[config.mk]
export PLATFORM = sky130hd
export DESIGN_NAME = car_cmd_encoder_flat
export DESIGN_NICKNAME = d
export VERILOG_FILES = /design/src/rtl/car_cmd_encoder_pkg.sv /design/src/rtl/car_cmd_encoder_if.sv /design/src/rtl/car_cmd_encoder_debounce.sv /design/src/rtl/car_cmd_encoder.sv /design/src/flat_wrapper.sv
export SDC_FILE = /design/constraint.sdc
export NUM_CORES = 1
export LEC_CHECK = 0
export ABC_AREA = 1
export CORE_MARGIN = 3
export CORE_UTILIZATION = 58
export DETAILED_ROUTE_END_ITERATION = 16
export DONT_BUFFER_PORTS = 1
export PLACE_DENSITY_LB_ADDON = 0.1
export SLEW_MARGIN = 20
export SYNTH_ARGS = -nofsm -noshare
export SYNTH_HDL_FRONTEND = slang
export SYNTH_SLANG_ARGS = --single-unit
[constraint.sdc]
create_clock -name sys_clk -period 1.76 [get_ports sys_clk]
set_input_delay 0.352 -clock sys_clk [delete_from_list [all_inputs] [get_ports sys_clk]]
set_output_delay 0.352 -clock sys_clk [all_outputs]
set_load 0.05 [all_outputs]
[src/rtl/car_cmd_encoder_pkg.sv]
// Shared definitions for the key-driven command encoder and the lamp controller
// that consumes its drive code.
package car_cmd_pkg;

    localparam int NUM_KEYS  = 5;
    localparam int KEY_GO    = 0;
    localparam int KEY_LEFT  = 1;
    localparam int KEY_RIGHT = 2;
    localparam int KEY_BACK  = 3;
    localparam int KEY_STOP  = 4;

    localparam logic [3:0] CODE_STOP  = 4'b0000;
    localparam logic [3:0] CODE_GO    = 4'b0001;
    localparam logic [3:0] CODE_LEFT  = 4'b0010;
    localparam logic [3:0] CODE_RIGHT = 4'b0100;
    localparam logic [3:0] CODE_BACK  = 4'b1000;

    typedef enum logic [2:0] {
        S_STOP,
        S_GO,
        S_LEFT,
        S_RIGHT,
        S_BACK,
        S_SHIFT
    } state_t;

    // The gear-change hold presents the STOP code to the lamp controller.
    function automatic logic [3:0] state_code(input state_t s);
        case (s)
            S_GO:    return CODE_GO;
            S_LEFT:  return CODE_LEFT;
            S_RIGHT: return CODE_RIGHT;
            S_BACK:  return CODE_BACK;
            default: return CODE_STOP;
        endcase
    endfunction

    function automatic int unsigned cnt_width(input int unsigned n);
        return (n > 1) ? $clog2(n) : 1;
    endfunction

endpackage

[src/rtl/car_cmd_encoder_if.sv]
// Key pins in, drive code and change strobe out; master is the board/key side,
// slave is the encoder.
interface car_cmd_encoder_if;
    import car_cmd_pkg::*;

    logic [NUM_KEYS-1:0] key_in;
    logic [3:0]          state_out;
    logic                cmd_chg;

    modport master (output key_in, input state_out, input cmd_chg);
    modport slave  (input key_in, output state_out, output cmd_chg);

endinterface

[src/rtl/car_cmd_encoder_debounce.sv]
// One key: 2-FF synchroniser, level debounce, registered one-cycle pulse on the
// accepted press (stable 1->0). Keys are active-low and idle released (1).
module key_debounce
    import car_cmd_pkg::*;
#(
    parameter int unsigned DEB_CNT = 1_000_000
) (
    input  logic sys_clk,
    input  logic sys_rst_n,
    input  logic key_in,
    output logic press
);
    localparam int unsigned   CW       = cnt_width(DEB_CNT);
    localparam logic [CW-1:0] CNT_LAST = CW'(DEB_CNT - 1);

    logic          sync_q1, sync_q2;
    logic          stable_q, stable_d;
    logic          press_q;
    logic [CW-1:0] cnt_q;

    // NOTE: every flop here uses <= so all registers sample the same pre-edge values.
    always_ff @(posedge sys_clk or negedge sys_rst_n) begin
        if (!sys_rst_n) begin
            sync_q1  <= 1'b1;
            sync_q2  <= 1'b1;
            stable_q <= 1'b1;
            stable_d <= 1'b1;
            press_q  <= 1'b0;
            cnt_q    <= '0;
        end else begin
            sync_q1  <= key_in;
            sync_q2  <= sync_q1;
            stable_d <= stable_q;
            press_q  <= stable_d & ~stable_q;
            // Any sample agreeing with the accepted level restarts the qualification window.
            if (sync_q2 == stable_q) begin
                cnt_q <= '0;
            end else if (cnt_q == CNT_LAST) begin
                stable_q <= sync_q2;
                cnt_q    <= '0;
            end else begin
                cnt_q <= cnt_q + CW'(1);
            end
        end
    end

    assign press = press_q;

endmodule

[src/rtl/car_cmd_encoder.sv]
// Turns five debounced push keys into the one-hot drive code, with a forced-STOP
// hold on GO<->BACK changes and timed auto-cancel of turn signals.
module car_cmd_encoder
    import car_cmd_pkg::*;
#(
    parameter int unsigned DEB_CNT   = 1_000_000,
    parameter int unsigned TURN_CNT  = 150_000_000,
    parameter int unsigned SHIFT_CNT = 25_000_000
) (
    input  logic             sys_clk,
    input  logic             sys_rst_n,
    car_cmd_encoder_if.slave cmd_if
);
    localparam int unsigned   TW         = cnt_width(TURN_CNT);
    localparam int unsigned   SW         = cnt_width(SHIFT_CNT);
    localparam logic [TW-1:0] TURN_LAST  = TW'(TURN_CNT - 1);
    localparam logic [SW-1:0] SHIFT_LAST = SW'(SHIFT_CNT - 1);

    logic [NUM_KEYS-1:0] press;

    for (genvar i = 0; i < NUM_KEYS; i++) begin : g_key
        key_debounce #(.DEB_CNT(DEB_CNT)) u_deb (
            .sys_clk   (sys_clk),
            .sys_rst_n (sys_rst_n),
            .key_in    (cmd_if.key_in[i]),
            .press     (press[i])
        );
    end

    // Priority: STOP > BACK > GO > a single turn key; LEFT+RIGHT together is dropped.
    logic   k_stop, k_back, k_go, k_turn;
    state_t turn_to;

    assign k_stop  = press[KEY_STOP];
    assign k_back  = press[KEY_BACK] & ~press[KEY_STOP];
    assign k_go    = press[KEY_GO] & ~press[KEY_BACK] & ~press[KEY_STOP];
    assign k_turn  = ~(press[KEY_STOP] | press[KEY_BACK] | press[KEY_GO])
                   & (press[KEY_LEFT] ^ press[KEY_RIGHT]);
    assign turn_to = press[KEY_LEFT] ? S_LEFT : S_RIGHT;

    state_t        state_q, state_d;
    state_t        base_q, base_d;
    state_t        target_q, target_d;
    logic          turn_restart;
    logic [TW-1:0] turn_cnt_q;
    logic [SW-1:0] shift_cnt_q;
    logic          turn_done, shift_done, in_turn_d;

    assign turn_done  = (turn_cnt_q == TURN_LAST);
    assign shift_done = (shift_cnt_q == SHIFT_LAST);
    assign in_turn_d  = (state_d == S_LEFT) || (state_d == S_RIGHT);

    always_comb begin
        // NOTE: hold-value defaults first so no path through the case infers a latch.
        state_d      = state_q;
        base_d       = base_q;
        target_d     = target_q;
        turn_restart = 1'b0;
        case (state_q)
            S_STOP: begin
                if (k_go)        state_d = S_GO;
                else if (k_back) state_d = S_BACK;
                else if (k_turn) begin
                    state_d      = turn_to;
                    base_d       = S_STOP;
                    turn_restart = 1'b1;
                end
            end
            S_GO: begin
                if (k_stop) state_d = S_STOP;
                else if (k_back) begin
                    state_d  = S_SHIFT;
                    target_d = S_BACK;
                end else if (k_turn) begin
                    state_d      = turn_to;
                    base_d       = S_GO;
                    turn_restart = 1'b1;
                end
            end
            S_BACK: begin
                if (k_stop) state_d = S_STOP;
                else if (k_go) begin
                    state_d  = S_SHIFT;
                    target_d = S_GO;
                end
            end
            S_LEFT, S_RIGHT: begin
                if (k_stop) state_d = S_STOP;
                else if (k_back) begin
                    // Reversing straight out of forward motion still needs the gear-change hold.
                    state_d  = (base_q == S_GO) ? S_SHIFT : S_BACK;
                    target_d = S_BACK;
                end else if (k_go)   state_d = S_GO;
                else if (k_turn) begin
                    state_d      = turn_to;
                    turn_restart = 1'b1;
                end else if (turn_done) state_d = base_q;
            end
            S_SHIFT: begin
                if (k_stop)          state_d = S_STOP;
                else if (shift_done) state_d = target_q;
            end
            default: state_d = S_STOP;
        endcase
    end

    always_ff @(posedge sys_clk or negedge sys_rst_n) begin
        if (!sys_rst_n) begin
            state_q          <= S_STOP;
            base_q           <= S_STOP;
            target_q         <= S_GO;
            turn_cnt_q       <= '0;
            shift_cnt_q      <= '0;
            cmd_if.state_out <= CODE_STOP;
            cmd_if.cmd_chg   <= 1'b0;
        end else begin
            state_q          <= state_d;
            base_q           <= base_d;
            target_q         <= target_d;
            turn_cnt_q       <= (in_turn_d && !turn_restart) ? turn_cnt_q + TW'(1) : '0;
            shift_cnt_q      <= (state_q == S_SHIFT && state_d == S_SHIFT) ? shift_cnt_q + SW'(1) : '0;
            cmd_if.state_out <= state_code(state_d);
            cmd_if.cmd_chg   <= (state_code(state_d) != state_code(state_q));
        end
    end

endmodule

[src/flat_wrapper.sv]
// flat-port wrapper written by rule: the top's interface ports become plain ports
module car_cmd_encoder_flat import car_cmd_pkg::*;
#(
    parameter int unsigned DEB_CNT   = 1_000_000,
    parameter int unsigned TURN_CNT  = 150_000_000,
    parameter int unsigned SHIFT_CNT = 25_000_000
)
  (sys_clk, sys_rst_n, cmd_if_key_in, cmd_if_state_out, cmd_if_cmd_chg);
  car_cmd_encoder_if cmd_if_i ();
  input  logic sys_clk;
  input  logic sys_rst_n;
  input wire logic [$bits(cmd_if_i.key_in)-1:0] cmd_if_key_in;
  output wire logic [$bits(cmd_if_i.state_out)-1:0] cmd_if_state_out;
  output wire logic [$bits(cmd_if_i.cmd_chg)-1:0] cmd_if_cmd_chg;
  assign cmd_if_i.key_in = cmd_if_key_in;
  assign cmd_if_state_out = cmd_if_i.state_out;
  assign cmd_if_cmd_chg = cmd_if_i.cmd_chg;
  car_cmd_encoder #(.DEB_CNT(DEB_CNT), .TURN_CNT(TURN_CNT), .SHIFT_CNT(SHIFT_CNT)) u_core (.sys_clk(sys_clk), .sys_rst_n(sys_rst_n), .cmd_if(cmd_if_i));
endmodule
* Yosys cells after proc, flatten, opt, wreduce, memory -nomap -nowiden *
Cells that the tools add are included.
W data, S select, Z words.

storage, ports and cells
  word-level logic and storage cells = 170
  bits of input ports = 7
  output and inout bits = 5
  register bits = 192

operators by class
  reductions and logical operators = 16
  bitwise operators = 25
  add/sub/neg operators = 7
  muxes and demuxes = 51
  equality and inequality tests = 34

operator list
  cell                     number
  $mux W20                 10
  $add A20 B1 Y20 const B  5
  $eq A20 B20 Y1 const B   5
  $mux W3                  24
  $pmux W4 S4              2
  $add A28 B1 Y28 const B  1
  $eq A28 B28 Y1 const B   1
  $mux W28                 1
  $add A25 B1 Y25 const B  1
  $eq A25 B25 Y1 const B   1
  $mux W25                 1
  $pmux W3 S5              1
  $not A1 Y1               13
  $eq A3 B2 Y1 const B     4
  $eq A3 B3 Y1 const B     4
  $ne A2 B2 Y1 const B     6
  $pmux W3 S2              2
  $reduce_and A2 Y1        5
  $and A1 B1 Y1            9
  $eq A3 B1 Y1 const B     3
  $mux W1                  9
  $ne A2 B1 Y1 const B     4
  $reduce_and A7 Y1        1
  $eq A1 B1 Y1             5
  12 further kinds         15

* Depth between registers and ports, before layout *
Gate-level depths: netlist of run 1.

  depth after elaboration = 13
  gate-level depth with buffers = 18

* Cells and area by module *
From an unflattened synthesis of run 1, not the netlist that was laid out.

second synthesis, totals
  cells, all modules = 1273
  area total of the unflattened synthesis = 10437.5 um^2

modules (own cells, without submodules)
  module                                    instances  area an instance (um^2)  cells each
  key_debounce (u_core.g_key[0].u_deb ...)  4          1346.3                   165
  car_cmd_encoder                           1          3702.3                   448
  key_debounce (u_core.g_key[4].u_deb)      1          1350.0                   165

* Least setup slack after synthesis of run 1 *
Ideal clock, no wire load.

  path type = register to register
  start = register u_core.g_key[0].u_deb.cnt_q[0]
  end = register u_core.g_key[0].u_deb.cnt_q[16]
  slack = -0.151 ns
  data arrival time = 1.777 ns
  cell stages (with the launch flop) = 15
  path buffers = 0
  library setup time = 0.134 ns
  cells stage by stage = dfrtp_1 -> ha_1 -> nand3_1 -> nor2_1 -> nand2_1 -> inv_2 -> nand2_1 -> nor3_2 -> nand3_1 -> nor3_2 -> nand2_1 -> nor2_1 -> nand2_1 -> nor2_1 -> nor3_2

on the way
  longest elaborated chain between the ends = 3
  elaborated cells on any way between the ends = 4
  those cells by class = add/sub (1); eq/ne (1); mux (2)

ends and longest elaborated chain
  what                                                      RTL line                                                        text
  start, declared                                           car_cmd_encoder_debounce.sv:19                                  logic [CW-1:0] cnt_q;
  start signal, assigned                                    car_cmd_encoder_debounce.sv:42                                  cnt_q <= cnt_q + CW'(1);
  $add A20 B1 Y20 / $eq A20 B20 Y1 (equally long branches)  car_cmd_encoder_debounce.sv:42, car_cmd_encoder_debounce.sv:38
  $mux W20 (*)                                              car_cmd_encoder_debounce.sv:38                                  end else if (cnt_q == CNT_LAST) begin
  $mux W20 (*)                                              car_cmd_encoder_debounce.sv:36                                  if (sync_q2 == stable_q) begin

Mark *: on every way between the ends. The rest lies on a longest branch, timed or not.
A chain may end at the register's enable or synchronous reset.

* Final worst setup path of run 1 *
  start = register u_core.g_key[4].u_deb.press_q
  end = register u_core.cmd_if.cmd_chg

on the way
  longest elaborated chain between the ends = 12
  elaborated cells on any way between the ends = 26
  those cells by class = eq/ne (5); mux (14); bitwise (7)

ends and longest elaborated chain
  what                                        RTL line                        text
  start, declared                             car_cmd_encoder_debounce.sv:18  logic press_q;
  start signal, assigned                      car_cmd_encoder_debounce.sv:34  press_q <= stable_d & ~stable_q;
  $or A1 B1 Y1 (2 in a row)                   car_cmd_encoder.sv:37           assign k_turn = ~(press[KEY_STOP] | press[KEY_BACK] | press[KEY_GO])
  $not A1 Y1                                  car_cmd_encoder.sv:37
  $and A1 B1 Y1                               car_cmd_encoder.sv:38           & (press[KEY_LEFT] ^ press[KEY_RIGHT]);
  $mux W3                                     car_cmd_encoder.sv:94           else if (k_turn) begin
  $mux W3                                     car_cmd_encoder.sv:93           end else if (k_go) state_d = S_GO;
  $mux W3                                     car_cmd_encoder.sv:89           else if (k_back) begin
  $mux W3                                     car_cmd_encoder.sv:88           if (k_stop) state_d = S_STOP;
  $pmux W3 S5 (*)                             car_cmd_encoder.sv:59           case (state_q)
  net u_core.state_d[0]                       car_cmd_encoder.sv:41           state_t state_q, state_d;
  $eq A3 B3 Y1, or another cell as far along  car_cmd_encoder_pkg.sv:29       case (s)
  $pmux W4 S4 (*)                             car_cmd_encoder_pkg.sv:29
  $ne A4 B4 Y1 (*)                            car_cmd_encoder.sv:123          cmd_if.cmd_chg <= (state_code(state_d) != state_code(state_q));
  end signal, assigned                        car_cmd_encoder.sv:123
  end, declared                               car_cmd_encoder_if.sv:11        modport slave (input key_in, output state_out, output cmd_chg);

The timed path passes the listed nets; every way through them passes the cells marked *.

==> impl_metrics.ini, run 1 <==
[drt]
drtIter0Drc = 767
routed_wire_length_per_instance_um = 18.60
via_count = 9256
antenna_left = 0
drt-vias-per-instance = 5.717
drt_drc_violations_left = 0
detail_route.first_pass.iterations = 7
drt_wl_total_mm = 30.12

[outcome]
violated_checks = negative hold slack, negative setup slack
status = finished with violations

[layout]
synthToLayoutAreaGrowth_pct = 48.65
drive_gt1_share_pct = 47.23
design.final.nets = 1410
antenna_cells_inserted = 0
n_fill_cell = 639
design_area_sq_um = 13950

[critical_path]
timing_worst_setup_path_type = reg2reg
type_of_destination_of_the_critical_path = flop
ff_to_ff_start = u_core.g_key[4].u_deb.press
crit_path_max_fo = 6
worstPathRequired_ns = 2.08
startpoint_type = flop
max_stage_delay_ns = 0.44
critPathArrivalTime_ns = 2.66
path_cells = nor2_4, buf_4, inv_1, nor2_1, inv_1, nor2_1, a21oi_1, o21ai_1, nor2_4, nand2_4, nand2_2, nand2_1, nand2_1, nor2_1, nand2_1
critical-path-slowest-cell = sky130_fd_sc_hd__dfrtp_1
reg_to_reg_setup_timing_slack_ns = -0.57
worst_r2r_path_depth = 15
rr_endpoint = u_core.cmd_if.cmd_chg

[place]
preCtsSetupSlack_ns = -0.2308
dp_hpwl_mm = 13.43
gp_congestion = 0.8539
place.port_buffers = 0
dpl-instance-area_sq_um = 11060

[timing]
max-slew-margin-rel_pct = 61.69
final.period_utilization_pct = 132.7
whs_ns = -0.3925
grt_setup_unrepaired = yes
layout_min_cycle_time_ns = 2.335
max_slew.worst_pin.slew_ns = 0.5727
max_freq_ghz = 0.4283
setup_violations = 100
worst_slack_ns = -0.5748
final_hold_viol_count = 189
worst_clock_skew_ns = 0.01926
slew_violations = 0

[logic_synthesis]
synth-edff-count = 0
synthDominantCellAreaShare_pct = 44.79
synth_top_cells_by_count = 174 x sky130_fd_sc_hd__nor2_1, 168 x sky130_fd_sc_hd__dfrtp_1, 162 x sky130_fd_sc_hd__nand2_1, 147 x sky130_fd_sc_hd__inv_1, 59 x sky130_fd_sc_hd__a21oi_1
synth.ff_latch_count = 189
yosysTopAreaCell = sky130_fd_sc_hd__dfrtp_1
yosys_most_used_dff = sky130_fd_sc_hd__dfrtp_1
synth-warning-count = 0
synth_area_per_cell_sq_um = 8.571
synthesis.instances = 1095
yosys-top-cells-area = sky130_fd_sc_hd__dfrtp_1 45%, sky130_fd_sc_hd__nor2_1 7.0%, sky130_fd_sc_hd__nand2_1 6.5%
syn-cell-area_sq_um = 9385
synthArstFlopShare_pct = 100.0
dominant_cell_by_count_in_the_synthesized_netlist = sky130_fd_sc_hd__nor2_1
synth.distinct_cells = 47
synth_fp_nets = 1109
synth.yosys.seq_area_share_pct = 50.67

[floorplan]
die_width_um = 133.2
floorplan.initialDensity_pct = 60.39
dieHeight_um = 133.2
io_pins = 12
design.core.area_sq_um = 15540
placement_rows = 45
die_area_sq_um = 17740

[global_route]
globalRouteTotalUtil_pct = 26.82
grt_pass1_vias = 8561
antenna_found_initial = 0
grt_pass1_wl_mm = 39.30
global_route.overflow_total = 0
grt_max_degree = 190

[clock_tree]
cts_inserted_buffers = 17
tritoncts = yes
buffer_levels_on_the_longest_clock_path = 2
root_buffer_selected_by_cts = sky130_fd_sc_hd__clkbuf_16
ctsHtreeMaxLevel = 4
clock_insertion_delay_worst_skew_ns = 0.45
clkTransAtPathRegs_ns = 0.08
hold_buffers = 5
cts.sinks = 189

[worst_hold_path]
holdCritPathClass = in2async

[job]
max_cap_viol_count = 0

[power]
power.ir.vdd_worst_mv = 0.7692
powerDensity_nw_per_um2 = 614.6
totalPowerFinal_mw = 8.575
leakage_component_of_the_power_nw = 6.360
stage by stage:
stage | std cells | util, % | TNS, ns | hold slack, ns
2_1_floorplan | 1095 | - | -0.6440 | 0.05641
4_1_cts | 1594 | 83.78 | -9.808 | -0.4041
6_report | 1619 | 89.77 | -21.18 | -0.3925
3_5_place_dp | 1478 | 71.19 | -9.927 | 0.06272
5_1_grt | 1619 | 89.77 | -33.58 | -0.4126
3_3_place_gp | 1478 | 71.19 | -7.602 | 0.06062
routing by layer:
layer	wire (um)	vias up	GRT usage, %
li1	-	4144	-
met1	11370	4505	33.78
met2	15560	460	47.01
met3	1583	147	4.494
met4	1604	0	9.429
met5	0	-	0
cells by family after synthesis:
logic type      Yosys count  share of synthesized area, %
fa+ha+maj                 7                        0.9332
buf+inv                 173                         7.026
flops                   189                         50.67
mux                       5                        0.5999
simple gates            568                         30.06
compound gates          102                         5.946
xor+xnor                 51                         4.759
state kept, by name, indices dropped and copies added, names as in the netlist:
name / cells
u_core.cmd_if.cmd_chg: 1
u_core.g_key.u_deb.stable_q: 5
u_core.g_key.u_deb.sync_q2: 5
u_core.state_q: 3
u_core.base_q: 1
u_core.cmd_if.state_out: 4
u_core.g_key.u_deb.press: 5
u_core.g_key.u_deb.stable_d: 5
u_core.shift_cnt_q: 25
u_core.turn_cnt_q: 28
u_core.g_key.u_deb.sync_q1: 5
u_core.target_q: 2
u_core.g_key.u_deb.cnt_q: 100
cell usage in the layout, fill, tap and decap left out, drive strengths merged:
cell	count
o211ai	1
nor4	16
clkinv	7
buf	288
o21bai	2
nand2	170
o21ai	28
clkinvlp	2
or2	4
a211oi	1
a31oi	3
nor3	71
dfstp	21
nand4	37
nand3	54
ha	7
a21oi	62
xnor2	15
clkbuf	20
dlygate4sd3	5
o21ba	1
mux2	5
o21a	3
nand3b	3
inv	162
bufinv	2
dfrtp	168
and3	5
xor2	36
nor3b	14
a22oi	1
nor2	194
cell type report:
cell class	count	area, sq um	share of cell area [%]
Clock inverter	12	136.4	0.9776
Clock buffer	19	442.9	3.175
Timing Repair Buffer	294	2487	17.83
Multi-Input combinational cell	733	5228	37.47
Inverter	161	633.1	4.538
Tap cell	211	264.0	1.892
Sequential cell	189	4760	34.12
critical path: cells and delay by family (launching register included):
| kind | cells | cell delay [ns] |
|---|---|---|
| buffers and inverters | 3 | 0.30 |
| and+or+nand+nor | 10 | 1.14 |
| AOI/OAI and AO/OA | 2 | 0.34 |
| DFF | 1 | 0.44 |
what timing repair did:
item                                    4_1_cts  5_1_grt
gates resized for setup                     181      210
endpoints found under the setup margin       89      138
pin swaps                                    58       90
hold endpoints to repair                    194      189
buffers inserted                             81       53
cloned                                        2        2
where the power goes:
group	internal [mW]	switching [mW]	leakage [nW]
combinational	0.114	0.130	3.53
sequential	4.39	0.0333	2.55
clock	2.14	1.76	0.282
worst max path at each step:
| stage | from | cells past startpoint | end |
|---|---|---|---|
| final | u_core.g_key[4].u_deb.press | 15 | u_core.cmd_if.cmd_chg |
| after global routing | u_core.g_key[1].u_deb.cnt_q[0] | 15 | u_core.g_key[1].u_deb.cnt_q[16] |
| after CTS | u_core.g_key[2].u_deb.cnt_q[1] | 12 | u_core.g_key[2].u_deb.cnt_q[19] |
| after detailed placement | u_core.shift_cnt_q[0] | 11 | u_core.shift_cnt_q[24] |
| after global placement | u_core.turn_cnt_q[0] | 13 | u_core.turn_cnt_q[24] |
| after floorplan | u_core.g_key[0].u_deb.cnt_q[0] | 14 | u_core.g_key[0].u_deb.cnt_q[16] |
Note: power is estimated with default switching activity, not from simulation.
==> inputs of run 2 (changes only) <==
--- a/config.mk
+++ b/config.mk
@@ -5,9 +5,9 @@
 export SDC_FILE = /design/constraint.sdc
 export NUM_CORES = 1
 export LEC_CHECK = 0
-export ABC_AREA = 1
+export ABC_AREA = 0
 export CORE_MARGIN = 3
-export CORE_UTILIZATION = 58
+export CORE_UTILIZATION = 57
 export DETAILED_ROUTE_END_ITERATION = 16
 export DONT_BUFFER_PORTS = 1
 export PLACE_DENSITY_LB_ADDON = 0.1
==> run 2 against run 1 <==
Effect of this change:
- the run still ends with negative hold slack, negative setup slack left
- area after synthesis fell by 7.1%
- non-clock buffer count fell by 127
- combinational power fell by 36%
- sequential power barely moved
- clock power rose by 7.4%
- count of clock-buffer cells in the layout did not move
- synthesized cell count fell by 21%
- largest cell class is now flip-flops and latches
==> impl_metrics.ini, run 2 <==
[floorplan]
io_pins = 12
design.core.area_sq_um = 14750
die_area_sq_um = 16810
dieHeight_um = 129.6
die_width_um = 129.6
placement_rows = 44
floorplan.initialDensity_pct = 59.07

[layout]
reg.largest.list = u_core.g_key.u_deb.cnt_q (100), u_core.turn_cnt_q (28), u_core.shift_cnt_q (25)
final_cell_count_no_fill = 1230
design.final.nets = 1047
synthToLayoutAreaGrowth_pct = 30.42
antenna_cells_inserted = 0
n_fill_cell = 918
top_register = u_core.g_key.u_deb.cnt_q
mostFrequentLayoutCell = sky130_fd_sc_hd__dfrtp_1
layout.cells.most_common_list = 168 x sky130_fd_sc_hd__dfrtp_1, 154 x sky130_fd_sc_hd__nor2_1, 150 x sky130_fd_sc_hd__buf_4
final_util_pct = 77.04
largest_reg_flops = 100
drive_gt1_share_pct = 28.87

[logic_synthesis]
synthesis.instances = 860
syn-cell-area_sq_um = 8715
yosys_most_used_dff = sky130_fd_sc_hd__dfrtp_1
yosys-top-cells-area = sky130_fd_sc_hd__dfrtp_1 48%, sky130_fd_sc_hd__nor2_1 7.6%, sky130_fd_sc_hd__xor2_1 6.8%
synth-warning-count = 0
synthArstFlopShare_pct = 100.0
synthDominantCellAreaShare_pct = 48.24
yosysTopAreaCell = sky130_fd_sc_hd__dfrtp_1
synth.yosys.seq_area_share_pct = 54.57
synth.ff_latch_count = 189
synth.distinct_cells = 55
synth_area_per_cell_sq_um = 10.13
synth_fp_nets = 874
dominant_cell_by_count_in_the_synthesized_netlist = sky130_fd_sc_hd__nor2_1
synth-edff-count = 0
synth_top_cells_by_count = 176 x sky130_fd_sc_hd__nor2_1, 168 x sky130_fd_sc_hd__dfrtp_1, 68 x sky130_fd_sc_hd__xor2_1, 62 x sky130_fd_sc_hd__xnor2_1, 60 x sky130_fd_sc_hd__nand3_1

[worst_hold_path]
holdCritPathClass = in2async

[clock_tree]
root_buffer_selected_by_cts = sky130_fd_sc_hd__clkbuf_16
cts_inserted_buffers = 17
clock_insertion_delay_worst_skew_ns = 0.44
clkTransAtPathRegs_ns = 0.07
cts.sinks = 189
buffer_levels_on_the_longest_clock_path = 2
tritoncts = yes
ctsHtreeMaxLevel = 4
hold_buffers = 5

[global_route]
global_route.overflow_total = 0
grt_max_degree = 190
grt_pass1_wl_mm = 31.80
globalRouteTotalUtil_pct = 23.68
antenna_found_initial = 0
grt_pass1_vias = 6932

[drt]
antenna_left = 0
routed_wire_length_per_instance_um = 15.58
drt_wl_total_mm = 19.17
drtIter0Drc = 389
drt_drc_violations_left = 0
via_count = 6783
detail_route.first_pass.iterations = 4
drt-vias-per-instance = 5.515

[critical_path]
crit_path_max_fo = 4
path_cells = or3b_4, or4_4, o211ai_4, a31oi_4, or4_4, a41oi_2, o21ai_1
timing_worst_setup_path_type = reg2reg
type_of_destination_of_the_critical_path = flop
worst_r2r_path_depth = 7
worstPathRequired_ns = 2.07
critPathArrivalTime_ns = 2.83
crit_path_frequent_cell = sky130_fd_sc_hd__or4_4
max_stage_delay_ns = 0.50
critical-path-slowest-cell = sky130_fd_sc_hd__or4_4
startpoint_type = flop

[timing]
final_hold_viol_count = 189
layout_min_cycle_time_ns = 2.518
slew_violations = 0
fin_tns_setup_ns = -33.71
final.period_utilization_pct = 143.1
max-slew-margin-rel_pct = 37.35
whs_ns = -0.3927
worst_slack_ns = -0.7585
setup_violations = 61
max_slew.worst_pin.slew_ns = 0.9364
max_freq_ghz = 0.3971
grt_setup_unrepaired = yes
worst_clock_skew_ns = 0.009961

[power]
power.share.sequential_pct = 50.4
powerDensity_nw_per_um2 = 772.0
leakage_component_of_the_power_nw = 5.041
part_of_the_power_in_the_clock_network_pct = 47.8
combPwrFrac_pct = 1.8
power.ir.vdd_worst_mv = 0.6225
swShare_pct = 20.15
internal_power_mw = 7.007
netSwitchingPower_mw = 1.768

[place]
place_inst = 1164
place.port_buffers = 0
dp_hpwl_mm = 11.60
gp_congestion = 0.8648

[outcome]
status = finished with violations
violated_checks = negative hold slack, negative setup slack

[job]
max_cap_viol_count = 0
[run 2: cell types whose count changed after synthesis, sizes merged, moves of 13 or more]
cell	delta
inv	-136
nand2	-116
nor3	-64
xnor2	+47
a21oi	-46
xor2	+32
and3	+23
nor2	-17
or3	+16
nor3b	-13
[run 2: layout make-up]
type                       instances  area, sq um  share of cell area [%]
sequential                       189         4756                   41.84
multi-input combinational        636         4237                   37.27
timing repair buffer             167         1413                   12.43
clock buffer                      19        432.9                   3.809
tap                              184        230.2                   2.026
clock inverter                    13        215.2                   1.893
inverter                          22        82.58                  0.7266
[run 2: through the flow]
stage / power (mW) / hold slack [ns] / cell area [sq um] / setup slack, ns
after detailed placement: 4.644 / 0.06232 / 9985 / -0.7423
after floorplan: 4.576 / 0.05641 / 8780 / -0.6339
after global routing: 9.067 / -0.4093 / 11370 / -0.7826
after CTS: 8.848 / -0.4091 / 11030 / -0.7507
after global placement: 4.635 / 0.06135 / 9985 / -0.6657
final: 8.775 / -0.3927 / 11370 / -0.7585
[run 2: cells by family after synthesis]
logic type	share of synthesized area, %
buffers and inverters	1.737
adder cells (fa/ha/maj)	1.005
flip-flops	54.57
multiplexers	0.8901
XOR/XNOR	13.07
AO/OA/AOI/OAI	3.661
AND/OR/NAND/NOR	25.07
[run 2: worst paths after layout]
path,from,end,slack [ns]
hold / removal,sys_rst_n,u_core.shift_cnt_q[16],-0.39
min in group sys_clk,u_core.g_key[2].u_deb.sync_q1,u_core.g_key[2].u_deb.sync_q2,0.36
setup reg to reg,u_core.turn_cnt_q[9],u_core.cmd_if.cmd_chg,-0.76
setup / recovery,u_core.turn_cnt_q[9],u_core.cmd_if.cmd_chg,-0.76
hold reg to reg,u_core.g_key[2].u_deb.sync_q1,u_core.g_key[2].u_deb.sync_q2,0.36
max in group asynchronous,sys_rst_n,u_core.g_key[2].u_deb.stable_d,1.83
[run 2: worst max-delay path: cells and delay by family (launching register included)]
family / cells / cell delay, ns
AO/OA/AOI/OAI: 4 / 0.60
flip-flops: 1 / 0.39
AND/OR/NAND/NOR: 3 / 1.41
[run 2: power by group through the flow]
stage               registers (mW)  clock network [mW]  logic (mW)
detailed placement            4.50                   0       0.141
global placement              4.50                   0       0.136
floorplan                     4.50                   0      0.0768
finish                        4.42                4.20       0.155
global route                  4.42                4.47       0.173
CTS                           4.42                4.27       0.152
[run 2: what timing repair did]
item | CTS | global route
endpoints found under the hold margin | 194 | 189
pin swaps | 16 | 20
cloned | 6 | 0
gates resized for setup | 36 | 52
buffers inserted | 11 | 13
setup endpoints to repair | 67 | 139
[run 2: layer usage]
layer	part of all wire, %	wire length [um]	GRT usage, %	vias up
li1	-	-	-	3282
met1	43	8149	29.04	3337
met2	52	9994	41.31	123
met3	2.9	556	4.740	41
met4	2.4	467	9.169	0
met5	0	0	0	-
